File: config.mk
export PLATFORM = sky130hd
export DESIGN_NAME = psram_bus_arbiter
export DESIGN_NICKNAME = d
export VERILOG_FILES = /design/src/rtl/psram_bus_arbiter.sv
export SDC_FILE = /design/constraint.sdc
export NUM_CORES = 1
export LEC_CHECK = 0
export ABC_CLOCK_PERIOD_IN_PS = 2200
export CAP_MARGIN = 20
export CORE_MARGIN = 3
export CORE_UTILIZATION = 57
export DETAILED_ROUTE_END_ITERATION = 10
export PLACE_DENSITY = 0.75
export SYNTH_ARGS = -nofsm -noshare
export SYNTH_HDL_FRONTEND = slang
export SYNTH_SLANG_ARGS = --single-unit
File: constraint.sdc
create_clock -name SYS_CLK -period 2.2 [get_ports SYS_CLK]
set_clock_uncertainty 0.2 [all_clocks]
set_input_delay 0.55 -clock SYS_CLK [delete_from_list [all_inputs] [get_ports SYS_CLK]]
set_output_delay 0.55 -clock SYS_CLK [all_outputs]
set_load 0.01 [all_outputs]
File: src/rtl/psram_bus_arbiter.sv
// rtl/psram_bus_arbiter.sv - PSRAM pin/engine arbiter for LCD fetch, FPGA write and external MCU
module psram_bus_arbiter #(
  parameter int TURN_CYC = 4,
  parameter int MAX_SKIP = 8,
  parameter int MCU_TMO  = 4096
) (
  input  logic       SYS_CLK,
  input  logic       SYS_RSTn,
  input  logic       lcd_req,
  output logic       lcd_gnt,
  input  logic       lcd_done,
  input  logic       wr_req,
  output logic       wr_gnt,
  input  logic       wr_done,
  input  logic       MCU_REQ,
  output logic       MCU_ACK,
  output logic       psram_ctrl,
  output logic [1:0] eng_sel,
  output logic       lcd_underrun,
  input  logic       underrun_clr
);

  localparam int TURN_W = $clog2(TURN_CYC + 1);
  localparam int SKIP_W = $clog2(MAX_SKIP + 1);
  localparam int TMO_W  = $clog2(MCU_TMO + 1);

  localparam logic [TURN_W-1:0] TURN_LAST = TURN_W'(TURN_CYC);
  localparam logic [TURN_W-1:0] TURN_ONE  = TURN_W'(1);
  localparam logic [SKIP_W-1:0] SKIP_MAX  = SKIP_W'(MAX_SKIP);
  localparam logic [SKIP_W-1:0] SKIP_ONE  = SKIP_W'(1);
  localparam logic [TMO_W-1:0]  TMO_MAX   = TMO_W'(MCU_TMO);
  localparam logic [TMO_W-1:0]  TMO_LAST  = TMO_W'(MCU_TMO - 1);
  localparam logic [TMO_W-1:0]  TMO_ONE   = TMO_W'(1);

  localparam logic [1:0] SEL_NONE = 2'd0;
  localparam logic [1:0] SEL_LCD  = 2'd1;
  localparam logic [1:0] SEL_WR   = 2'd2;

  typedef enum logic [2:0] {
    S_IDLE = 3'd0,
    S_LCD  = 3'd1,
    S_WR   = 3'd2,
    S_REL  = 3'd3,
    S_MCU  = 3'd4,
    S_RECL = 3'd5
  } state_t;

  state_t            state_q, state_d;
  logic              mreq_meta_q;
  logic              mreq_s_q;
  logic              lcd_gnt_q, lcd_gnt_d;
  logic              wr_gnt_q, wr_gnt_d;
  logic              mcu_ack_q, mcu_ack_d;
  logic              psram_ctrl_q, psram_ctrl_d;
  logic [1:0]        eng_sel_q, eng_sel_d;
  logic [SKIP_W-1:0] skip_cnt_q, skip_cnt_d;
  logic [TURN_W-1:0] turn_cnt_q, turn_cnt_d;
  logic [TMO_W-1:0]  tmo_cnt_q, tmo_cnt_d;
  logic              underrun_q, underrun_d;
  logic              underrun_set;

  assign lcd_gnt      = lcd_gnt_q;
  assign wr_gnt       = wr_gnt_q;
  assign MCU_ACK      = mcu_ack_q;
  assign psram_ctrl   = psram_ctrl_q;
  assign eng_sel      = eng_sel_q;
  assign lcd_underrun = underrun_q;

  // Two-flop synchroniser for the asynchronous MCU bus request.
  always_ff @(posedge SYS_CLK or negedge SYS_RSTn) begin
    if (!SYS_RSTn) begin
      mreq_meta_q <= 1'b0;
      mreq_s_q    <= 1'b0;
    end else begin
      mreq_meta_q <= MCU_REQ;
      mreq_s_q    <= mreq_meta_q;
    end
  end

  // Arbitration state, registered grants/ownership and their counters.
  always_ff @(posedge SYS_CLK or negedge SYS_RSTn) begin
    if (!SYS_RSTn) begin
      state_q      <= S_IDLE;
      lcd_gnt_q    <= 1'b0;
      wr_gnt_q     <= 1'b0;
      mcu_ack_q    <= 1'b0;
      psram_ctrl_q <= 1'b1;
      eng_sel_q    <= SEL_NONE;
      skip_cnt_q   <= '0;
      turn_cnt_q   <= '0;
    end else begin
      state_q      <= state_d;
      lcd_gnt_q    <= lcd_gnt_d;
      wr_gnt_q     <= wr_gnt_d;
      mcu_ack_q    <= mcu_ack_d;
      psram_ctrl_q <= psram_ctrl_d;
      eng_sel_q    <= eng_sel_d;
      skip_cnt_q   <= skip_cnt_d;
      turn_cnt_q   <= turn_cnt_d;
    end
  end

  // Next-state logic. Grants follow the state by one cycle so IDLE always
  // separates two bursts; ownership edges move together with the state.
  always_comb begin
    state_d      = state_q;
    lcd_gnt_d    = lcd_gnt_q;
    wr_gnt_d     = wr_gnt_q;
    mcu_ack_d    = mcu_ack_q;
    psram_ctrl_d = psram_ctrl_q;
    eng_sel_d    = eng_sel_q;
    skip_cnt_d   = skip_cnt_q;
    turn_cnt_d   = '0;

    case (state_q)
      S_IDLE: begin
        if (!mreq_s_q) begin
          skip_cnt_d = '0;
        end
        if (mreq_s_q && (skip_cnt_q == SKIP_MAX)) begin
          // MCU has been skipped long enough: it goes next regardless.
          state_d      = S_REL;
          psram_ctrl_d = 1'b0;
        end else if (lcd_req) begin
          state_d = S_LCD;
          if (mreq_s_q) begin
            skip_cnt_d = skip_cnt_q + SKIP_ONE;
          end
        end else if (wr_req) begin
          state_d = S_WR;
          if (mreq_s_q) begin
            skip_cnt_d = skip_cnt_q + SKIP_ONE;
          end
        end else if (mreq_s_q) begin
          state_d      = S_REL;
          psram_ctrl_d = 1'b0;
        end
      end

      S_LCD: begin
        if (lcd_done) begin
          state_d   = S_IDLE;
          lcd_gnt_d = 1'b0;
          eng_sel_d = SEL_NONE;
        end else begin
          lcd_gnt_d = 1'b1;
          eng_sel_d = SEL_LCD;
        end
      end

      S_WR: begin
        if (wr_done) begin
          state_d   = S_IDLE;
          wr_gnt_d  = 1'b0;
          eng_sel_d = SEL_NONE;
        end else begin
          wr_gnt_d  = 1'b1;
          eng_sel_d = SEL_WR;
        end
      end

      S_REL: begin
        if (!mreq_s_q) begin
          // Request withdrawn before the handover completed.
          state_d = S_RECL;
        end else if (turn_cnt_q == TURN_LAST) begin
          state_d    = S_MCU;
          mcu_ack_d  = 1'b1;
          skip_cnt_d = '0;
        end else begin
          turn_cnt_d = turn_cnt_q + TURN_ONE;
        end
      end

      S_MCU: begin
        if (!mreq_s_q) begin
          state_d   = S_RECL;
          mcu_ack_d = 1'b0;
        end
      end

      S_RECL: begin
        if (turn_cnt_q == TURN_LAST) begin
          state_d      = S_IDLE;
          psram_ctrl_d = 1'b1;
        end else begin
          turn_cnt_d = turn_cnt_q + TURN_ONE;
        end
      end

      default: begin
        state_d = S_IDLE;
      end
    endcase
  end

  // Underrun watchdog: counts MCU-owned cycles while the display is waiting.
  always_comb begin
    tmo_cnt_d    = '0;
    underrun_set = 1'b0;
    if (state_q == S_MCU) begin
      tmo_cnt_d = tmo_cnt_q;
      if (lcd_req && (tmo_cnt_q != TMO_MAX)) begin
        tmo_cnt_d = tmo_cnt_q + TMO_ONE;
        if (tmo_cnt_q == TMO_LAST) begin
          underrun_set = 1'b1;
        end
      end
    end
    if (underrun_set) begin
      underrun_d = 1'b1;
    end else if (underrun_clr) begin
      underrun_d = 1'b0;
    end else begin
      underrun_d = underrun_q;
    end
  end

  // Watchdog counter and sticky underrun flag.
  always_ff @(posedge SYS_CLK or negedge SYS_RSTn) begin
    if (!SYS_RSTn) begin
      tmo_cnt_q  <= '0;
      underrun_q <= 1'b0;
    end else begin
      tmo_cnt_q  <= tmo_cnt_d;
      underrun_q <= underrun_d;
    end
  end

endmodule

* After elaboration in Yosys (flattened, before gate mapping)
Cells that the tools add are included.
** Storage, ports and cells
- Register bits :: 32
- Bits in latches :: 0
- Bits in writable memories :: 0
- Bits in read-only memories :: 0
- Input port bits :: 8
- Output and inout port bits :: 7
- Word-level logic and storage cells :: 91
- Memories :: 0
** Operators by class
- Add/subtract/negate cells :: 3
- $mul :: 0
- Divide/modulo/power cells :: 0
- Magnitude comparators :: 0
- Eq/ne operators :: 21
- Shift operators :: 0
- Multiplexer cells :: 43
- Bitwise gates (word level) :: 0
- Reduce and logical (&&, ||, !) cells :: 12
** Operators by type and width (number)
- $mux W3 :: 12
- $mux W4 :: 7
- $mux W13 :: 2
- $pmux W3 S6 :: 1
- $mux W1 :: 15
- $add A13 B1 Y13 const B :: 1
- $eq A13 B12 Y1 const B :: 1
- $ne A13 B13 Y1 const B :: 1
- $ne A2 B2 Y1 const B :: 6
- $ne A3 B3 Y1 const B :: 4
- $reduce_bool A2 Y1 :: 5
- $eq A3 B3 Y1 const B :: 3
- $pmux W4 S2 :: 1
- $eq A3 B2 Y1 const B :: 2
- $pmux W3 S2 :: 1
- $reduce_and A6 Y1 :: 1
- $ne A5 B5 Y1 const B :: 1
- $reduce_and A5 Y1 :: 1
- $add A4 B1 Y4 const B :: 1
- $eq A4 B4 Y1 const B :: 1
- $pmux W1 S2 :: 2
- $pmux W2 S2 :: 1
- $reduce_and A4 Y1 :: 1
- $add A3 B1 Y3 const B :: 1
- 6 further kinds :: 7

* Longest topological paths before layout
Gate-level depths: netlist of the first run.
- Depth after elaboration :: 6
- Depth in mapped cells :: 6
- Depth with buffers taken out :: 6

* Worst setup path before layout of the first run
Ideal clock, no wire load.
- Kind :: input to register
- Start :: input lcd_req
- End :: register skip_cnt_q[3]
- Setup time :: 0.094 ns
- Arrival :: 1.762 ns
- Required time :: 1.906 ns
- Slack :: 0.145 ns
- Cell stages on the path :: 5
- Buffers on the path :: 1
- Cell sequence :: buf_6 nor2_4 or4_4 or4_4 a221oi_2
** On the way
- Cells in the longest elaborated chain, start to end :: 3
** RTL lines
- start, declared :: line 9 : input logic lcd_req,
- $mux W4 :: line 124 : end else if (lcd_req) begin
- $mux W4 :: line 120 : if (mreq_s_q && (skip_cnt_q == SKIP_MAX)) begin
- $pmux W4 S2 :: line 115 : case (state_q)
- end signal, assigned :: line 98 : skip_cnt_q <= skip_cnt_d;
- end, declared :: line 56 : logic [SKIP_W-1:0] skip_cnt_q, skip_cnt_d;
Every way passes these cells.
A chain may end at the register's enable or synchronous reset.

* Worst setup path in the final report of the first run
Same ends and word-level chain as after synthesis.

==> results of run 1 <==
## logic make-up after synthesis
family / Yosys count / synth area share, %
XOR/XNOR: 11 / 5.458
multiplexers: 2 / 1.134
AO/OA/AOI/OAI: 35 / 13.18
AND/OR/NAND/NOR: 75 / 23.25
flip-flops: 32 / 45.43
adder cells (fa/ha/maj): 6 / 4.252
buffers and inverters: 25 / 7.300
## final cells by class
type	instances	area (µm²)
clock buffers	8	58.81
fillers	217	858.3
inverters	14	55.05
multi-input cells	129	834.6
flip-flops and latches	32	802.0
well taps	31	38.79
repair buffers	22	205.2
## synth_stat cells, types with 3 or more instances
library cell	number	area [µm²]
nor2_1	23	86.33
a21oi_1	6	30.03
inv_1	11	41.29
dfrtp_1	31	775.7
clkbuf_1	7	26.28
and4_1	4	35.03
nor4b_1	3	26.28
nand3_1	5	25.02
nor3_1	3	15.01
xnor2_1	3	26.28
and3_1	6	37.54
nand4_1	6	37.54
nand2_1	12	45.04
o21ai_0	8	40.04
o21ai_1	4	20.02
xor2_1	8	70.07
buf_6	3	33.78
ha_1	6	75.07
## sequential cells by signal, indices dropped and copies added (netlist names), 2 cells and up
signal / count
skip_cnt_q: 4
eng_sel: 2
state_q: 3
turn_cnt_q: 3
tmo_cnt_q: 13
## path summary, 6_finish.rpt
kind                             startpoint             to  slack [ns]  cells after the start
worst max-delay path                lcd_req  skip_cnt_q[3]        0.04                      5
worst max register to register   state_q[1]  skip_cnt_q[1]        0.19                      4
worst min-delay path            mreq_meta_q       mreq_s_q        0.16                      0
min in group asynchronous          SYS_RSTn  turn_cnt_q[2]        0.39                      2
max in group asynchronous          SYS_RSTn     psram_ctrl        1.10                      2
worst min register to register  mreq_meta_q       mreq_s_q        0.16                      0
## metal layers
| layer | global-route usage [%] | wire [µm] | vias up |
|---|---|---|---|
| met1 | 24.83 | 1559 | 707 |
| met4 | 10.61 | 66 | 0 |
| met3 | 5.660 | 101 | 7 |
| met5 | 0 | 0 | - |
| li1 | - | - | 697 |
| met2 | 38.86 | 1906 | 19 |
## power groups by stage
stage	Combinational (mW)	Clock, mW	Sequential (mW)
detailed placement	0.700	0	0.883
CTS	0.704	0.377	0.870
global route	0.784	0.401	0.894
floorplan	0.529	0	0.828
global placement	0.672	0	0.873
finish	0.696	0.367	0.876
## critical path, stage by stage
cell	delay, ns
clkdlybuf4s50_1	0.52
nor2_4	0.04
or4_4	0.41
or4_4	0.43
a221oi_2	0.26
## timing repair
| item | in CTS | in global routing |
|---|---|---|
| buffers inserted | 0 | 0 |
| setup endpoints to repair | 0 | 2 |
| gates resized for setup | 0 | 2 |
==> results_tabular.tex, run 1 <==
\begin{tabular}{lr}
\hline
Metric & Value \\
\hline
\multicolumn{2}{l}{\textbf{CTS}} \\
\quad Number of buffers created by CTS & 5 \\
\quad CTS H-tree lvls & 2 \\
\quad Clock slew at the register clock pins of the worst setup and hold paths & 0.11 ns \\
\quad Hold\_buf cts & 0 \\
\quad Maximum clock insertion buffer count & 2 \\
\quad Clock Sink Count & 32 \\
\quad Buffer cell driving the clock tree root & clkbuf\_4 \\
\quad Clock latency at the later pin of the worst-skew pair & 0.35 ns \\
\quad TritonCTS clock tree & built \\
\multicolumn{2}{l}{\textbf{Timing}} \\
\quad Max-slew violations & 0 \\
\quad Highest attainable clock frequency & 463.8 MHz \\
\quad TNS Setup & 0 ns \\
\quad Post-route setup slack & 0.04373 ns \\
\quad Final hold violation count & 0 \\
\quad Relative slew margins & 60.95\% \\
\quad Least-Margin Pin Slew & 0.5777 ns \\
\quad Share of the clock period used by the worst path after layout & 98.01\% \\
\quad Unrepaired setup endpoints after global routing & false \\
\quad Worst hold slack across all endpoints & 0.1588 ns \\
\quad Min cycle time layout & 2.156 ns \\
\quad Setup violation total in the final timing report & 0 \\
\multicolumn{2}{l}{\textbf{GRT}} \\
\quad Antenna violations before repair & 0 \\
\quad Vias in the first global route & 1,378 \\
\quad Aggregate global-route resource usage & 22.15\% \\
\quad Global route overflow & 0 \\
\quad Maximum number of pins on one net before global-route repair & 33 \\
\quad First-pass GRT wire length & 6030 µm \\
\multicolumn{2}{l}{\textbf{Die}} \\
\quad Top-level I/O count & 15 \\
\quad Chip height & 61.66 µm \\
\quad Core area & 2853 µm² \\
\quad Die extent in x & 61.66 µm \\
\quad Effective utilization at floorplan & 61.89\% \\
\quad Overall die area & 3801 µm² \\
\quad Number of core rows & 19 \\
\multicolumn{2}{l}{\textbf{Worst setup path}} \\
\quad Data arrival time of the critical path & 2.22 ns \\
\quad Critical path peak fanout & 2 \\
\quad Endpoint class of the critical path & register \\
\quad Required time at the endpoint of the critical path & 2.26 ns \\
\quad Nature of the critical path startpoint & input port \\
\quad Start-to-end type of the worst setup path & in2reg \\
\multicolumn{2}{l}{\textbf{Pwr}} \\
\quad Internal & 1.199 mW \\
\quad Final Total Pwr & 1.938 mW \\
\quad Ratio of total power to cell area & 971.9 nW/µm² \\
\quad Part of the power in the clock network & 18.9\% \\
\quad Switching power total & 0.7395 mW \\
\quad Max rail drop VDD & 0.0004842 V \\
\quad Static power due to leakage & 0.8695 nW \\
\quad Switching share of power & 38.15\% \\
\quad Gate power share & 35.9\% \\
\quad Share of total power in sequential cells & 45.2\% \\
\multicolumn{2}{l}{\textbf{Logic synthesis}} \\
\quad Net Count, Synth & 200 \\
\quad Mean cell area of the mapped netlist & 9.492 µm² \\
\quad Combined area of all synthesized cells & 1765 µm² \\
\quad Count of unique library cells instantiated by Yosys & 48 \\
\quad Number of warnings reported in the yosys synthesis log & 0 \\
\quad Primary flip-flop cell chosen by synthesis mapping & dfrtp\_1 \\
\quad Synth async-reset ratio & 100.0\% \\
\quad Portion of the post-synthesis area used by sequential elements & 45.43\% \\
\quad Syn Inst Count & 186 \\
\quad Post-synthesis register bit count & 32 \\
\quad Post-synth EDFFs & 0 \\
\multicolumn{2}{l}{\textbf{Place}} \\
\quad Final estimated routing congestion in global placement & 0.8905 \\
\quad Number of instances in the placed design & 228 \\
\quad Worst Setup Slack post-DPL & -0.3483 ns \\
\quad Total placed instance area & 1931 µm² \\
\quad Estimated wirelength of the detail-placed design & 2616 µm \\
\quad Quantity of I/O buffers inserted on ports & 14 \\
\multicolumn{2}{l}{\textbf{Route}} \\
\quad Number of DRC violations after detailed-routing iteration 0 & 60 \\
\quad Count of nets left with antenna violations after detail routing & 0 \\
\quad Drt drc & 0 \\
\quad Via density per instance & 6.059 \\
\quad Length of the first detailed-routing pass in iterations & 4 \\
\quad WL/cell & 15.39 µm \\
\quad Total number of vias & 1,430 \\
\quad Routed wire length & 3633 µm \\
\multicolumn{2}{l}{\textbf{Cells and area}} \\
\quad Cell area after layout & 1994 µm² \\
\quad Number of inserted diodes & 0 \\
\quad Area added between synthesis and finish & 12.97\% \\
\quad Post-layout utilization of the core & 69.91\% \\
\quad Most common cell after layout, fill and taps aside & dfrtp\_1 \\
\quad Total number of nets in the final design & 218 \\
\quad Fraction of final layout cells with drive strength greater than 1 & 11.71\% \\
\quad Non-filler instance count after layout & 236 \\
\quad Commonest cells after routing, fill and taps aside & dfrtp\_1, nor2\_1, nand2\_1, clkdlybuf4s50\_1, inv\_1 \\
\multicolumn{2}{l}{\textbf{Outcome}} \\
\quad Outcome & completed \\
\multicolumn{2}{l}{\textbf{Job}} \\
\quad Total of max-cap violations & 0 \\
\multicolumn{2}{l}{\textbf{Hold path}} \\
\quad Hold crit path type & reg2reg \\
\hline
\end{tabular}
Note: power is estimated with default switching activity, not from simulation.
==> run 2, diff against run 1 <==
--- a/config.mk
+++ b/config.mk
@@ -11,6 +11,7 @@
 export CORE_UTILIZATION = 57
 export DETAILED_ROUTE_END_ITERATION = 10
 export PLACE_DENSITY = 0.75
+export REMOVE_ABC_BUFFERS = 1
 export SYNTH_ARGS = -nofsm -noshare
 export SYNTH_HDL_FRONTEND = slang
 export SYNTH_SLANG_ARGS = --single-unit
==> run 2 against run 1 <==
Worst setup slack improved by 0.13 ns. Critical path depth fell by 4. Via count rose by 0.21%. First-iteration DRC count rose by 55%. Cell area rose by 0.25%. Die area did not move. Sequential power barely moved. Maximum frequency rose by 6.3%. Clock power fell by 2%. Combinational power fell by 2%. Cell count rose by 0.42%. Sequential share of layout area fell by 0.10 points.
==> results_tabular.tex, run 2 (synthesized netlist as in run 1, its figures left out) <==
\begin{tabular}{lr}
\hline
Metric & Value \\
\hline
\multicolumn{2}{l}{\textbf{Worst setup path}} \\
\quad Required time at the endpoint of the critical path & 1.45 ns \\
\quad Slowest stage cell on the critical path & clkdlybuf4s50\_1 \\
\quad Endpoint class of the critical path & output pin \\
\quad Data arrival time of the critical path & 1.28 ns \\
\quad Nature of the critical path startpoint & register \\
\quad Crit path cell chain & clkdlybuf4s50\_1 \\
\quad Crit path buf inv count & 1 \\
\quad Worst stage delay on the critical path & 0.55 ns \\
\quad Start-to-end type of the worst setup path & reg2out \\
\quad Family of cells with the greatest summed delay on the critical path & buffers and inverters \\
\quad Critical path peak fanout & 3 \\
\multicolumn{2}{l}{\textbf{Place}} \\
\quad Quantity of I/O buffers inserted on ports & 14 \\
\quad Final estimated routing congestion in global placement & 0.8711 \\
\quad Number of instances in the placed design & 229 \\
\quad Estimated wirelength of the detail-placed design & 2511 µm \\
\quad Worst Setup Slack post-DPL & -0.3661 ns \\
\multicolumn{2}{l}{\textbf{Cells and area}} \\
\quad Post-layout utilization of the core & 70.09\% \\
\quad Non-filler instance count after layout & 237 \\
\quad Most common cell after layout, fill and taps aside & dfrtp\_1 \\
\quad Max reg flops & 13 \\
\quad Total number of nets in the final design & 219 \\
\quad Leading registers by flop count & tmo\_cnt\_q: 13 flops, skip\_cnt\_q: 4 flops \\
\quad Reg with most FFs & tmo\_cnt\_q \\
\quad Area added between synthesis and finish & 13.25\% \\
\quad Number of inserted diodes & 0 \\
\quad Fraction of final layout cells with drive strength greater than 1 & 13.11\% \\
\quad Commonest cells after routing, fill and taps aside & dfrtp\_1, nor2\_1, nand2\_1 \\
\multicolumn{2}{l}{\textbf{Route}} \\
\quad Number of DRC violations after detailed-routing iteration 0 & 93 \\
\quad Routed wire length & 3499 µm \\
\quad Count of nets left with antenna violations after detail routing & 0 \\
\quad WL/cell & 14.76 µm \\
\quad Via density per instance & 6.046 \\
\quad Drt drc & 0 \\
\quad Total number of vias & 1,433 \\
\quad Length of the first detailed-routing pass in iterations & 4 \\
\multicolumn{2}{l}{\textbf{Timing}} \\
\quad Least-Margin Pin Slew & 0.5731 ns \\
\quad Relative slew margins & 61.25\% \\
\quad Max-slew violations & 0 \\
\quad Highest attainable clock frequency & 492.8 MHz \\
\quad Post-route setup slack & 0.1708 ns \\
\quad Min cycle time layout & 2.029 ns \\
\quad Final hold violation count & 0 \\
\quad Unrepaired setup endpoints after global routing & false \\
\quad Setup violation total in the final timing report & 0 \\
\quad Share of the clock period used by the worst path after layout & 92.23\% \\
\multicolumn{2}{l}{\textbf{GRT}} \\
\quad Global route overflow & 0 \\
\quad Met1 Resource Use GR & 25.30\% \\
\quad Maximum number of pins on one net before global-route repair & 33 \\
\quad Vias in the first global route & 1,335 \\
\quad Antenna violations before repair & 0 \\
\quad Most utilized layer in the global route result & met2 \\
\quad Met3 usage & 5.870\% \\
\quad Met2 demand-to-capacity share in global routing & 36.77\% \\
\quad Aggregate global-route resource usage & 21.48\% \\
\quad First-pass GRT wire length & 5927 µm \\
\multicolumn{2}{l}{\textbf{CTS}} \\
\quad Maximum clock insertion buffer count & 2 \\
\quad CTS H-tree lvls & 2 \\
\quad Number of buffers created by CTS & 5 \\
\quad Hold\_buf cts & 0 \\
\quad Buffer cell driving the clock tree root & clkbuf\_4 \\
\quad Post-cts gate resize count & 2 \\
\quad TritonCTS clock tree & built \\
\quad Clock Sink Count & 32 \\
\quad Clock latency at the later pin of the worst-skew pair & 0.34 ns \\
\quad Clock slew at the register clock pins of the worst setup and hold paths & 0.11 ns \\
\quad Post-CTS setup buffer count & 0 \\
\multicolumn{2}{l}{\textbf{Die}} \\
\quad Effective utilization at floorplan & 61.89\% \\
\quad Overall die area & 3801 µm² \\
\quad Die extent in x & 61.66 µm \\
\quad Top-level I/O count & 15 \\
\quad Chip height & 61.66 µm \\
\quad Core area & 2853 µm² \\
\quad Number of core rows & 19 \\
\multicolumn{2}{l}{\textbf{Job}} \\
\quad Total of max-cap violations & 0 \\
\multicolumn{2}{l}{\textbf{Pwr}} \\
\quad Max rail drop VDD & 0.0005170 V \\
\quad Static power due to leakage & 0.8727 nW \\
\quad Ratio of total power to cell area & 958.2 nW/µm² \\
\multicolumn{2}{l}{\textbf{Outcome}} \\
\quad Outcome & completed \\
\multicolumn{2}{l}{\textbf{Hold path}} \\
\quad Hold crit path type & reg2reg \\
\hline
\end{tabular}
==> run 2: changes by cell type in the layout (fill, tap and decap cells not counted), sizes merged <==
cell / delta
buf: +1
clkbuf: -2
clkdlybuf4s50: -1
clkinv: +2
dlygate4sd2: +2
dlymetal6s2s: -1
==> run 2: per-layer routing <==
layer  wire length, µm  up-vias  share of wire [%]
met2              1806       39                 52
met5                 0        -                  0
li1                  -      692                  -
met4                61        0                1.7
met3               170        6                4.9
met1              1460      696                 42
==> run 2: path summary, 6_finish.rpt <==
path	end	slack, ns	cells past startpoint	start
setup / recovery	eng_sel[0]	0.17	1	eng_sel[0]
hold / removal	mreq_s_q	0.16	0	mreq_meta_q
setup reg to reg	skip_cnt_q[3]	0.18	4	skip_cnt_q[2]
hold reg to reg	mreq_s_q	0.16	0	mreq_meta_q
max in group asynchronous	psram_ctrl	1.08	2	SYS_RSTn
min in group asynchronous	wr_gnt	0.40	2	SYS_RSTn
==> run 2: where the power goes <==
| part | leakage (nW) | switching [mW] | internal, mW | total, mW |
|---|---|---|---|---|
| clock | 0.0380 | 0.207 | 0.152 | 0.359 |
| combinational | 0.415 | 0.351 | 0.327 | 0.679 |
| sequential | 0.419 | 0.164 | 0.714 | 0.878 |
| total | 0.873 | 0.723 | 1.19 | 1.92 |
==> run 2: final cells by class <==
type / instances / area, µm²
clock buffer: 6 / 51.30
multi-input combinational: 129 / 834.6
clock inverter: 2 / 10.01
timing repair buffer: 23 / 207.7
inverter: 14 / 55.05
tap: 31 / 38.79
sequential: 32 / 802.0
fill: 234 / 853.3
==> run 2: stage by stage <==
stage,cell area [µm²],TNS (ns),power [mW],hold WS (ns)
2_1_floorplan,1692,0,1.282,0.05441
3_3_place_gp,1938,-0.3578,1.544,0.1323
3_5_place_dp,1938,-0.4345,1.575,0.1363
4_1_cts,1997,0,1.930,0.1573
5_1_grt,1999,0,2.065,0.1679
6_report,1999,0,1.916,0.1569
